## src/rtl/rf_pkg.sv

```systemverilog
// Shared definitions for the rf_sb register file / scoreboard:
// default geometry, the per-cycle protocol-error cause record and
// the popcount helper that produces busycount.
package rf_pkg;

    localparam int RF_DEFAULT_WIDTH = 16;
    localparam int RF_DEFAULT_DEPTH = 8;
    // Largest supported register count; popcount works on a vector this wide.
    localparam int RF_MAX_DEPTH     = 256;

    // One bit per protocol-violation cause detected in a single cycle.
    typedef struct packed {
        logic wr_oob;    // writeback strobe with out-of-range select
        logic wr_unres;  // writeback to a register that is not busy
        logic rsv_oob;   // reserve strobe with out-of-range select
        logic rsv_dup;   // reserve of an already-busy register with no same-cycle writeback
    } rf_err_t;

    // Number of set bits in a (zero-padded) busy vector. Result fits 0..256.
    function automatic logic [8:0] popcount(input logic [RF_MAX_DEPTH-1:0] v);
        logic [8:0] c;
        c = '0;
        for (int i = 0; i < RF_MAX_DEPTH; i++) begin
            c = c + {8'd0, v[i]};
        end
        return c;
    endfunction

endpackage

```

## src/rtl/rf_entry.sv

```systemverilog
// One register-file entry: a WIDTH-bit data word plus its pending-write
// (busy) flag. Reserve wins over a same-cycle writeback clear, so a
// back-to-back reissue keeps the register busy while the data lands.
module rf_entry
    import rf_pkg::*;
#(
    parameter int WIDTH = RF_DEFAULT_WIDTH
) (
    input  logic             clk,
    input  logic             rst,
    input  logic             we,
    input  logic             re,
    input  logic [WIDTH-1:0] wdata,
    output logic [WIDTH-1:0] data,
    output logic             busy,
    output logic             busy_next
);

    logic [WIDTH-1:0] data_q, data_d;
    logic             busy_q, busy_d;

    // Next-state: writeback loads data; reserve sets busy, otherwise writeback clears it.
    always_comb begin
        data_d = data_q;
        busy_d = busy_q;
        if (we) begin
            data_d = wdata;
            busy_d = 1'b0;
        end
        if (re) begin
            busy_d = 1'b1;
        end
    end

    // State register with asynchronous clear.
    always_ff @(posedge clk or posedge rst) begin
        if (rst) begin
            data_q <= '0;
            busy_q <= 1'b0;
        end else begin
            data_q <= data_d;
            busy_q <= busy_d;
        end
    end

    assign data      = data_q;
    assign busy      = busy_q;
    assign busy_next = busy_d;

endmodule

```

## src/rtl/rf_sb.sv

```systemverilog
// Register file with per-register pending-write scoreboard for the decode
// stage: two combinational read ports, one writeback port, one reserve port,
// a registered busy count and a sticky protocol-error flag.
// Optional build macro RF_BYPASS_EN: same-cycle write-through on both read
// ports (data and busy reflect the writeback/reserve happening this cycle).
module rf_sb
    import rf_pkg::*;
#(
    parameter int WIDTH = RF_DEFAULT_WIDTH,
    parameter int DEPTH = RF_DEFAULT_DEPTH,
    localparam int AW   = $clog2(DEPTH)
) (
    input  logic             clk,
    input  logic             rst,
    input  logic [AW-1:0]    read1regsel,
    input  logic [AW-1:0]    read2regsel,
    output logic [WIDTH-1:0] read1data,
    output logic [WIDTH-1:0] read2data,
    output logic             read1busy,
    output logic             read2busy,
    input  logic             rsv,
    input  logic [AW-1:0]    rsvregsel,
    input  logic             write,
    input  logic [AW-1:0]    writeregsel,
    input  logic [WIDTH-1:0] writedata,
    output logic [AW:0]      busycount,
    output logic             err
);

    logic [DEPTH-1:0] we_vec;
    logic [DEPTH-1:0] re_vec;
    logic [DEPTH-1:0] busy_vec;
    logic [DEPTH-1:0] busy_next_vec;
    logic [WIDTH-1:0] data_arr [DEPTH];

    logic [AW:0] busycount_q, busycount_d;
    logic        err_q, err_d;
    rf_err_t     cause;

    // Entries with one-hot strobe decode. A select >= DEPTH matches no
    // entry, so an out-of-range strobe is dropped without any range compare.
    generate
        for (genvar gi = 0; gi < DEPTH; gi++) begin : g_entry
            assign we_vec[gi] = write & (writeregsel == AW'(gi));
            assign re_vec[gi] = rsv   & (rsvregsel   == AW'(gi));

            rf_entry #(
                .WIDTH (WIDTH)
            ) u_entry (
                .clk       (clk),
                .rst       (rst),
                .we        (we_vec[gi]),
                .re        (re_vec[gi]),
                .wdata     (writedata),
                .data      (data_arr[gi]),
                .busy      (busy_vec[gi]),
                .busy_next (busy_next_vec[gi])
            );
        end
    endgenerate

    // Read port 1 mux; out-of-range selects read as zero / not busy.
    always_comb begin
        read1data = '0;
        read1busy = 1'b0;
        for (int i = 0; i < DEPTH; i++) begin
            if (read1regsel == AW'(i)) begin
`ifdef RF_BYPASS_EN
                read1data = we_vec[i] ? writedata : data_arr[i];
                read1busy = busy_next_vec[i];
`else
                read1data = data_arr[i];
                read1busy = busy_vec[i];
`endif
            end
        end
    end

    // Read port 2 mux; identical to port 1.
    always_comb begin
        read2data = '0;
        read2busy = 1'b0;
        for (int i = 0; i < DEPTH; i++) begin
            if (read2regsel == AW'(i)) begin
`ifdef RF_BYPASS_EN
                read2data = we_vec[i] ? writedata : data_arr[i];
                read2busy = busy_next_vec[i];
`else
                read2data = data_arr[i];
                read2busy = busy_vec[i];
`endif
            end
        end
    end

    // Protocol checks and next busy count (count tracks the post-edge busy vector).
    always_comb begin
        logic [RF_MAX_DEPTH-1:0] busy_pad;
        busy_pad                 = '0;
        busy_pad[DEPTH-1:0]      = busy_next_vec;
        cause.wr_oob             = write & ~(|we_vec);
        cause.wr_unres           = |(we_vec & ~busy_vec);
        cause.rsv_oob            = rsv & ~(|re_vec);
        cause.rsv_dup            = |(re_vec & busy_vec & ~we_vec);
        err_d                    = err_q | (|cause);
        busycount_d              = (AW+1)'(popcount(busy_pad));
    end

    // Registered busy count and sticky error flag.
    always_ff @(posedge clk or posedge rst) begin
        if (rst) begin
            busycount_q <= '0;
            err_q       <= 1'b0;
        end else begin
            busycount_q <= busycount_d;
            err_q       <= err_d;
        end
    end

    assign busycount = busycount_q;
    assign err       = err_q;

endmodule

```

## config.mk

```make
export PLATFORM = sky130hd
export DESIGN_NAME = rf_sb
export DESIGN_NICKNAME = d
export VERILOG_FILES = /design/src/rtl/rf_pkg.sv /design/src/rtl/rf_entry.sv /design/src/rtl/rf_sb.sv
export SDC_FILE = /design/constraint.sdc
export NUM_CORES = 1
export LEC_CHECK = 0
export ABC_AREA = 1
export CAP_MARGIN = 10
export CELL_PAD_IN_SITES_DETAIL_PLACEMENT = 0
export CELL_PAD_IN_SITES_GLOBAL_PLACEMENT = 1
export CORE_MARGIN = 2
export CORE_UTILIZATION = 43
export DETAILED_ROUTE_END_ITERATION = 8
export PLACE_DENSITY = 0.82
export SYNTH_ARGS = -nofsm -noshare
export SYNTH_HDL_FRONTEND = slang
export SYNTH_SLANG_ARGS = --single-unit
```

## constraint.sdc

```tcl
create_clock -name clk -period 12.15 [get_ports clk]
set_clock_uncertainty 0.15 [all_clocks]
set_input_delay 1.8225 -clock clk [delete_from_list [all_inputs] [get_ports clk]]
set_output_delay 1.8225 -clock clk [all_outputs]
set_load 0.005 [all_outputs]
```

# Word level (Yosys, flattened, before mapping)
# Index checks and enable logic that the tools add are counted.
# W data, S select, Z words.
dict set report totals {
  reg_bits 141
  word_cells 134
}
dict set report classes {
  add_sub_neg 7
  n_eq_ne 28
  mux 48
  bitwise_logic 26
  n_reduce_logical 7
}
# cell count
set ops {}
lappend ops {{$mux W16} 16}
lappend ops {{$eq A3 B3 Y1 const B} 16}
lappend ops {{$mux W1} 32}
lappend ops {{$and A8 B8 Y8} 3}
lappend ops {{$eq A3 B2 Y1 const B} 8}
lappend ops {{$and A1 B1 Y1} 18}
lappend ops {{$reduce_or A18 Y1} 1}
lappend ops {{$add A4 B1 Y4} 4}
lappend ops {{$not A8 Y8} 2}
lappend ops {{$reduce_or A8 Y1} 2}
lappend ops {{$eq A3 B1 Y1 const B} 4}
lappend ops {{$logic_not A3 Y1} 4}
lappend ops {{$add A3 B1 Y4} 1}
lappend ops {{$add A2 B1 Y3} 1}
lappend ops {{$add A1 B1 Y2} 1}
lappend ops {{$not A1 Y1} 2}
lappend ops {{$or A1 B1 Y1} 1}

# Longest topological paths before layout
# Gate-level depths: netlist of the first run.
dict set report depth {
  word_depth 11
  ltp_mapped 14
}

# By module
# From an unflattened synthesis of the first run, not the netlist that was laid out.
dict set report unflattened {
  hier_cells 1172
  hier_area_um2 8408.1
}
# mod instances cells_per_inst area_each_um2 seq_area_each_um2
set modules_own_cells {}
lappend modules_own_cells {rf_entry 8 73 678.2 425.4}
lappend modules_own_cells {rf_sb 1 588 2982.9 125.1}

# Worst setup path after synthesis of the first run
# No wires, ideal clock.
dict set report synth_timing {
  kind {input to register}
  start {input writeregsel[1]}
  end {register busycount_q[2], in the netlist busycount[2]}
  setup_ns 0.123
  arrival_time_ns 4.556
  required_ns 11.877
  slack_ns 7.321
  path_stages 14
  path_cell_list {buf_4 nor2_2 nand2_2 nand2_1 o21ai_0 fa_1 fa_1 inv_1 fa_1 inv_1 ha_1 inv_1 fa_1 xnor2_1}
}
dict set report synth_via {
  elab_chain_len 11
  elab_cells_between_ends 39
  classes_between {7 x add/sub; 7 x eq/ne; 16 x mux; 8 x bitwise; 1 x reduce/logical}
}
# element line
set synth_lines {}
lappend synth_lines {{start, declared} rf_sb.sv:24} ;# input logic [AW-1:0] writeregsel,
lappend synth_lines {{$eq A3 B1 Y1} rf_sb.sv:44} ;# assign we_vec[gi] = write & (writeregsel == AW'(gi));
lappend synth_lines {{$and A1 B1 Y1} rf_sb.sv:44}
lappend synth_lines {{$mux W1} rf_entry.sv:26} ;# if (we) begin
lappend synth_lines {{$mux W1} rf_entry.sv:30} ;# if (re) begin
lappend synth_lines {{named net g_entry[1].u_entry.busy_next} rf_entry.sv:16} ;# output logic busy_next
lappend synth_lines {{$add A1 B1 Y2} rf_pkg.sv:24} ;# c = c + {8'd0, v[i]};
lappend synth_lines {{$add A2 B1 Y3} rf_pkg.sv:24}
lappend synth_lines {{$add A3 B1 Y4} rf_pkg.sv:24}
lappend synth_lines {{$add A4 B1 Y4 (4 in series)} rf_pkg.sv:24}
lappend synth_lines {{named net busycount_d[2]} rf_sb.sv:36} ;# logic [AW:0] busycount_q, busycount_d;
lappend synth_lines {{end signal, assigned} rf_sb.sv:115} ;# busycount_q <= busycount_d;
lappend synth_lines {{end, declared} rf_sb.sv:36}
# The timed path passes the listed nets, and every way through them passes these cells.
# A chain may end at the register's enable or synchronous reset.

# Final worst setup path of the first run
dict set report layout_timing {
  start {input read1regsel[1]}
  end {output read1busy}
}
dict set report layout_via {
  elab_chain_len 9
  elab_cells_between_ends 16
  classes_between {7 x eq/ne; 8 x mux; 1 x reduce/logical}
}
# element line
set layout_lines {}
lappend layout_lines {{start, declared} rf_sb.sv:15} ;# input logic [AW-1:0] read1regsel,
lappend layout_lines {{$logic_not A3 Y1} rf_sb.sv:67} ;# if (read1regsel == AW'(i)) begin
lappend layout_lines {{$mux W1 (7 in series)} rf_sb.sv:67}
lappend layout_lines {{$mux W1 *} rf_sb.sv:67}
lappend layout_lines {{end, declared} rf_sb.sv:19} ;# output logic read1busy,
# Every way passes the cells marked *; elsewhere a longest branch is shown, timed or not.

==> impl_metrics.toml, run 1 <==
[outcome]
status = "complete, no violations"

[clock_tree]
cts_hold_buffers = 0
clk_pin_slew_ns = 0.06
clock-sinks = 141
cts_buffers = 17
post_cts_resized = 0
cts_tree = "yes"
post-cts-setup-buffers = 0
clk_path_buf_depth = 2
worstSkewPairLatency_ns = 0.43
cts-htree-levels = 4
root_buffer = "clkbuf_16"

[setup_path]
cp_top_family = "buffers and inverters"
cp_slowest_stage_delay_ns = 0.77
critical_path.cell_chain = "clkdlybuf4s50_1, buf_4, inv_4, nor3_4, nand2_1, nand4_1, clkdlybuf4s50_1"
end_kind = "output port"
cpMaxStageDelayCell = "nor3_4"
worstPathRequired_ns = 10.18
cp.arrival_ns = 4.59
critPathKind = "in -> out"
cp_common_cell = "clkdlybuf4s50_1"
cp-start-kind = "primary input"
cp_max_fo = 37
critPathBufInv = 4

[sta]
hold_ws_ns = 0.334
rsz0062_at_grt = "no"
final_hold_viol_count = 0
maxSlewHeadroom_pct = 25.6
maxSlewViolCount = 0
finalSetupViolCount = 0
fin_crit_ns = 6.56
setup_tns_ns = 0
finalCritPeriodShare_pct = 54.0
setup_slack_ns = 5.59
fmax_mhz = 152
tightest_slew_ns = 1.11

[synthesis]
mappedNetlistNets = 1033
syn-cell-area_sq_um = 7740
synth_compound_area_share_pct = 8.92
ys_seq_elements = 141
synthCells = 994
synthSimpleGateAreaFrac_pct = 35.9
yosysSeqAreaShare_pct = 45.6
synthMuxAreaShare_pct = 0
synth.avg_cell_area_sq_um = 7.79
synth_xor_area_share_pct = 0.113
yosys_warnings = 0
synthAdderAreaFrac_pct = 1.52
synth_top_family_by_area = "simple AND/OR/NAND/NOR gates"
synth.distinct_cells = 28

[cells_and_area]
fill_cells = 1711
drive_gt1_share_pct = 6.47
final_nets = 1062
area_delta_synth_final_pct = 16.3
layout_commonest_cell = "nand2_1"
diodes = 0
final_util_pct = 50.5
regArea_sq_um = 3530
final_cell_mix = "nand2_1 (258), nand4_1 (172), dfrtp_1 (141)"
multiInputGateArea_sq_um = 3600

[global_routing]
grt_max_degree = 82
grt.busiest_layer = "met2"
grt_use_met1_pct = 33.5
grt_pass1_vias = 6817
grt.met3_usage_pct = 4.50
antenna_found_initial = 0
grt.overflow.total = 0
track_usage_pct = 25.7
use_met2_pct = 43.0
grt_pass1_wl_um = 38500

[drt]
wl_per_cell_um = 18.9
vias_per_cell = 5.72
drt_iter0_markers = 647
routed_wl_um = 24000
ant_nets = 0
vias = 7232
drc = 0
dr.pass1.iters = 8

[placed_design]
hpwlAfterDp_um = 14900
dpl_worst_slack_ns = 5.64
place.gp.congestion = 0.821
port_buffers = 70

[pwr]
cellInternalPower_mw = 1.01
combPwrFrac_pct = 22.0
power_mw = 1.49
p_clk_share_pct = 35.2
swShare_pct = 31.8
p_leak_nw = 3.94
powerDensity_nw_per_um2 = 165
peakVddDrop_v = 0.000125
p_seq_share_pct = 42.7
power_switching_mw = 0.472

[floorplan]
die_y_um = 138
initial_core_util_pct = 43.4
core_region_area_sq_um = 17800
dieWidth_um = 138
rows = 49
num_io_pins = 71
die-area_sq_um = 19100

[flow_run]
drv_cap = 0

[worst_hold_path]
hold_path.class = "reg -> reg"
==> final timing paths <==
kind / startpoint / to / slack (ns) / cells after the start
setup / recovery: read1regsel[1] / read1busy / 5.59 / 7
hold / removal: g_entry[4].u_entry.data[2]$_DFFE_PP0P_ / g_entry[4].u_entry.data[2]$_DFFE_PP0P_ / 0.33 / 2
setup reg to reg: g_entry[0].u_entry.busy$_DFF_PP0_ / busycount[2]$_DFF_PP0_ / 8.86 / 11
hold reg to reg: g_entry[4].u_entry.data[2]$_DFFE_PP0P_ / g_entry[4].u_entry.data[2]$_DFFE_PP0P_ / 0.33 / 2
max in group asynchronous: rst / g_entry[4].u_entry.data[1]$_DFFE_PP0P_ / 8.80 / 3
min in group asynchronous: rst / g_entry[4].u_entry.data[7]$_DFFE_PP0P_ / 1.77 / 2
==> stage by stage <==
stage | instance area, sq um | std cells
after floorplan | 7740 | 994
after global placement | 8420 | 1233
after detailed placement | 8420 | 1233
after CTS | 9010 | 1265
after global routing | 9010 | 1265
final | 9010 | 1265
==> state kept, by name (all words and copies together), names as in the netlist <==
signal,flops
g_entry.u_entry.data,128
g_entry.u_entry.busy,8
busycount,4
err,1
==> synth_stat cells, drive strengths merged <==
cell type,instances,area (sq um)
nand3,45,225
o22ai,4,25.0
clkbuf,25,96.3
fa,4,80.1
buf,44,274
inv,63,249
nand4,172,1080
dfrtp,141,3530
a21oi,2,10.0
nor3,8,108
o21ai,131,656
nand2,262,993
nor2,88,370
xnor2,1,8.76
nand3b,1,7.51
ha,3,37.5
==> power by group through the flow <==
| stage | combinational [mW] | sequential (mW) | clock, mW |
|---|---|---|---|
| after CTS | 0.331 | 0.634 | 0.530 |
| after global placement | 0.323 | 0.641 | 0 |
| after detailed placement | 0.330 | 0.641 | 0 |
| after floorplan | 0.205 | 0.621 | 0 |
| final | 0.327 | 0.635 | 0.523 |
| after global routing | 0.374 | 0.648 | 0.551 |
==> tightest hold or removal path, delay by kind of cell (launching register included) <==
family,cells,cell delay [ns]
simple gates,1,0.05
compound gates,1,0.06
flops,1,0.34
==> routing by layer <==
metal	share of wire, %	vias up
met5	0	-
met4	2.5	0
met3	6.0	31
met2	50	281
met1	42	3416
li1	-	3504
==> cells by family (layout without fill, tap and decap cells) <==
| kind of cell | after synthesis | in the layout |
|---|---|---|
| DFF | 141 | 141 |
| xor gates and xnor gates | 1 | 1 |
| and+or+nand+nor | 576 | 576 |
| AOI/OAI and AO/OA | 137 | 137 |
| buffers and inverters | 132 | 174 |
| adders and majority gates | 7 | 7 |
==> final cells by class <==
class / instances / area share [%]
sequential: 141 / 39.2
tap: 229 / 3.18
timing repair buffer: 79 / 8.41
clock inverter: 15 / 1.79
inverter: 63 / 2.82
clock buffer: 17 / 4.72
multi-input combinational: 721 / 39.9
No activity file was read; power rests on OpenSTA's default activity.
==> run 2: changes to the inputs <==
--- a/config.mk
+++ b/config.mk
@@ -10,9 +10,9 @@
 export CELL_PAD_IN_SITES_DETAIL_PLACEMENT = 0
 export CELL_PAD_IN_SITES_GLOBAL_PLACEMENT = 1
 export CORE_MARGIN = 2
-export CORE_UTILIZATION = 43
+export CORE_UTILIZATION = 39
 export DETAILED_ROUTE_END_ITERATION = 8
-export PLACE_DENSITY = 0.82
+export PLACE_DENSITY = 0.79
 export SYNTH_ARGS = -nofsm -noshare
 export SYNTH_HDL_FRONTEND = slang
 export SYNTH_SLANG_ARGS = --single-unit
==> constraint.sdc (replaced) <==
create_clock -name clk -period 5.75 [get_ports clk]
set_clock_uncertainty 0.15 [all_clocks]
set_input_delay 0.8625 -clock clk [delete_from_list [all_inputs] [get_ports clk]]
set_output_delay 0.8625 -clock clk [all_outputs]
set_load 0.005 [all_outputs]
==> impl_metrics.toml, run 2 (synthesis results as in run 1) <==
[outcome]
status = "complete, no violations"

[worst_hold_path]
hold_start = "g_entry[4].u_entry.data[6]$_DFFE_PP0P_"
hold_path.class = "reg -> reg"
min_to = "g_entry[4].u_entry.data[6]$_DFFE_PP0P_"
whs_path_depth = 2

[global_routing]
grt_pass1_vias = 7212
antenna_found_initial = 0
track_usage_pct = 24.4
grt_max_degree = 72
grt.overflow.total = 0
grt_pass1_wl_um = 40500

[pwr]
powerDensity_nw_per_um2 = 365
peakVddDrop_v = 0.000282
power_mw = 3.37
p_leak_nw = 4.04

[flow_run]
drv_cap = 0

[floorplan]
dieWidth_um = 145
core_region_area_sq_um = 19500
rows = 51
die_y_um = 145
initial_core_util_pct = 39.8
die-area_sq_um = 21000
num_io_pins = 71

[placed_design]
hpwlAfterDp_um = 16000
placed_cell_area_sq_um = 8530
place.gp.congestion = 0.832
port_buffers = 70
dpl.cell_count = 1277

[clock_tree]
post_cts_resized = 0
cts-htree-levels = 4
cts_tree = "yes"
cts_hold_buffers = 0
clock-sinks = 141
clk_path_buf_depth = 2
cts_buffers = 17
worstSkewPairLatency_ns = 0.43
clk_pin_slew_ns = 0.06
root_buffer = "clkbuf_16"
post-cts-setup-buffers = 0

[cells_and_area]
final_cell_mix = "nand2_1 (258), nand4_1 (172), dfrtp_1 (141)"
largest_register_ffs = 128
area_delta_synth_final_pct = 19.2
drive_gt1_share_pct = 6.90
final_cell_area_sq_um = 9230
final_nets = 1070
layout_commonest_cell = "nand2_1"
layout.cells.non_filler = 1309
diodes = 0

[setup_path]
critPathKind = "in -> out"
cp-start-kind = "primary input"
rrSetupSlack_ns = 2.44
cp_max_fo = 19
worstSetupStartpoint = "read1regsel[0]"
r2r_start = "g_entry[3].u_entry.busy$_DFF_PP0_"
reg2reg_to = "busycount[2]$_DFF_PP0_"
cp.arrival_ns = 3.76
worstPathRequired_ns = 4.74
r2r_cells = 11
end_kind = "output port"

[drt]
routed_wl_um = 24900
drt_iter0_markers = 767
wl_per_cell_um = 19.0
vias_per_cell = 5.64
vias = 7384
dr.pass1.iters = 7
ant_nets = 0
drc = 0

[sta]
rsz0062_at_grt = "no"
maxSlewHeadroom_pct = 18.5
setup_tns_ns = 0
final_hold_viol_count = 0
tightest_slew_ns = 1.22
maxSlewViolCount = 0
finalSetupViolCount = 0
fin_crit_ns = 4.77
fmax_mhz = 209
finalCritPeriodShare_pct = 83.0
-- run 2: routing by layer --
metal  GRT usage [%]  wire length (um)  vias to the layer above
met5               0                 0                        -
met4            8.96               739                        0
met3            4.78              1530                       53
met2            41.7             12200                      302
met1            30.8             10400                     3522
li1                -                 -                     3507
-- run 2: worst max-delay path, cell delays in order --
cell             delay [ns]
clkdlybuf4s50_1        0.99
inv_4                  0.28
nor3_4                 0.79
nand2_1                0.13
nand4_1                0.16
clkdlybuf4s50_1        0.52
-- run 2: power breakdown --
| part | leakage (nW) | switching [mW] | internal, mW |
|---|---|---|---|
| Combinational | 1.94 | 0.392 | 0.312 |
| Sequential | 1.76 | 0.156 | 1.19 |
| Clock | 0.337 | 0.440 | 0.880 |
-- run 2: cell type report --
class / instances / area [sq um]
Clock buffer: 21 / 460
Clock inverter: 11 / 236
Fill cell: 1945 / 10200
Inverter: 63 / 254
Multi-Input combinational cell: 721 / 3600
Sequential cell: 141 / 3530
Tap cell: 265 / 332
Timing Repair Buffer: 87 / 823
-- run 2: worst max path at each step --
stage	end	depth (start not counted)
after detailed placement	read1data[15]	6
after floorplan	busycount[0]$_DFF_PP0_	1
final	read1data[15]	6
after global placement	read1busy	6
after CTS	read1data[15]	6
after global routing	read1busy	6
-- run 2: stage by stage --
step                      hold slack, ns  setup WS, ns  util, %
after floorplan                    0.303         0.956        -
after global placement             0.317          1.07     43.9
after detailed placement           0.324          1.05     43.9
after CTS                          0.338          1.02     47.4
after global routing               0.355         0.849     47.4
final                              0.332         0.976     47.4
==> run 3: changes to the inputs <==
--- a/config.mk
+++ b/config.mk
@@ -10,9 +10,9 @@
 export CELL_PAD_IN_SITES_DETAIL_PLACEMENT = 0
 export CELL_PAD_IN_SITES_GLOBAL_PLACEMENT = 1
 export CORE_MARGIN = 2
-export CORE_UTILIZATION = 39
+export CORE_UTILIZATION = 43
 export DETAILED_ROUTE_END_ITERATION = 8
-export PLACE_DENSITY = 0.79
+export PLACE_DENSITY = 0.82
 export SYNTH_ARGS = -nofsm -noshare
 export SYNTH_HDL_FRONTEND = slang
 export SYNTH_SLANG_ARGS = --single-unit
==> constraint.sdc (replaced) <==
create_clock -name clk -period 4.6 [get_ports clk]
set_clock_uncertainty 0.15 [all_clocks]
set_input_delay 0.69 -clock clk [delete_from_list [all_inputs] [get_ports clk]]
set_output_delay 0.69 -clock clk [all_outputs]
set_load 0.005 [all_outputs]
==> impl_metrics.toml, run 3 (synthesis results as in run 1) <==
[sta]
finalSetupViolCount = 0
finalCritPeriodShare_pct = 85.7
rsz0062_at_grt = "no"
fmax_mhz = 254
setup_slack_ns = 0.656
maxSlewViolCount = 0
maxSlewHeadroom_pct = 24.4
fin_crit_ns = 3.94
final_hold_viol_count = 0
setup_tns_ns = 0
tightest_slew_ns = 1.13
hold_ws_ns = 0.337

[clock_tree]
root_buffer = "clkbuf_16"
clock-sinks = 141
worstSkewPairLatency_ns = 0.43
cts-htree-levels = 4
cts_buffers = 17
post-cts-setup-buffers = 0
cts_hold_buffers = 0
cts_tree = "yes"
clk_pin_slew_ns = 0.07
clk_path_buf_depth = 2
post_cts_resized = 0

[floorplan]
core_region_area_sq_um = 17800
initial_core_util_pct = 43.4
die-area_sq_um = 19100
dieWidth_um = 138
rows = 49
die_y_um = 138
num_io_pins = 71

[global_routing]
antenna_found_initial = 0
grt_pass1_vias = 7108
grt_max_degree = 142
track_usage_pct = 26.7
grt_pass1_wl_um = 39900
grt.overflow.total = 0

[cells_and_area]
layout_commonest_cell = "nand2_1"
final_cell_mix = "nand2_1 (258), nand4_1 (172), dfrtp_1 (141)"
area_delta_synth_final_pct = 18.9
final_cell_area_sq_um = 9210
layout.cells.non_filler = 1289
final_nets = 1086
drive_gt1_share_pct = 8.40
final_util_pct = 51.6
largest_register_ffs = 128
diodes = 0

[placed_design]
port_buffers = 70
placed_cell_area_sq_um = 8650
dpl_worst_slack_ns = 0.293
place.gp.congestion = 0.856
hpwlAfterDp_um = 15500
dpl.cell_count = 1257

[drt]
routed_wl_um = 25000
wl_per_cell_um = 19.4
drt_iter0_markers = 800
dr.pass1.iters = 5
vias = 7394
vias_per_cell = 5.74
drc = 0
ant_nets = 0

[setup_path]
critPathBufInv = 2
end_kind = "output port"
worstPathRequired_ns = 3.76
cp-start-kind = "primary input"
cpMaxStageDelayCell = "clkdlybuf4s50_1"
cp_max_fo = 17
cp_slowest_stage_delay_ns = 0.71
critPathKind = "in -> out"
cp_top_family = "buffers and inverters"
critical_path.cell_chain = "clkdlybuf4s50_1, nor2_8, nand2_2, nor2_1, nor2_1, nand4_1, clkdlybuf4s50_1"
cp.arrival_ns = 3.10

[pwr]
power_mw = 3.88
peakVddDrop_v = 0.000263
p_leak_nw = 4.06
powerDensity_nw_per_um2 = 421

[outcome]
status = "complete, no violations"

[flow_run]
drv_cap = 0

[worst_hold_path]
hold_path.class = "reg -> reg"
-- run 3: final cells by class --
class                      instances  area (sq um)
tap                              229           287
clock inverter                    15           129
clock buffer                      17           425
sequential                       141          3530
multi-input combinational        721          3600
inverter                          63           253
timing repair buffer             103           986
fill                            1751          8640
-- run 3: worst register-to-register path, delay by kind of cell (launching register included) --
family / cells / cell delay (ns)
AOI/OAI and AO/OA: 1 / 0.27
xor gates and xnor gates: 1 / 0.13
adders and majority gates: 5 / 1.96
buffers and inverters: 4 / 0.27
DFF: 1 / 0.40
-- run 3: path summary, 6_finish.rpt --
kind	from	endpoint	slack, ns	depth (start not counted)
hold / removal	g_entry[4].u_entry.data[5]$_DFFE_PP0P_	g_entry[4].u_entry.data[5]$_DFFE_PP0P_	0.34	2
max in group asynchronous	rst	g_entry[0].u_entry.data[12]$_DFFE_PP0P_	3.01	3
hold reg to reg	g_entry[4].u_entry.data[5]$_DFFE_PP0P_	g_entry[4].u_entry.data[5]$_DFFE_PP0P_	0.34	2
setup reg to reg	g_entry[3].u_entry.busy$_DFF_PP0_	busycount[2]$_DFF_PP0_	1.30	11
setup / recovery	read2regsel[1]	read2data[14]	0.66	7
min in group asynchronous	rst	g_entry[1].u_entry.busy$_DFF_PP0_	0.68	3
-- run 3: layer usage --
metal  vias up  wire (um)  track usage, %
li1       3539          -               -
met1      3534      11200            37.4
met2       281      11700            42.6
met3        40       1610            4.61
met4         0        490            8.54
met5         -          0               0
-- run 3: report_power, final --
part           internal [mW]  total (mW)  leakage [nW]  switching, mW
sequential              1.49        1.67          1.76          0.189
clock                  0.708        1.31         0.266          0.604
combinational          0.399       0.891          2.03          0.491
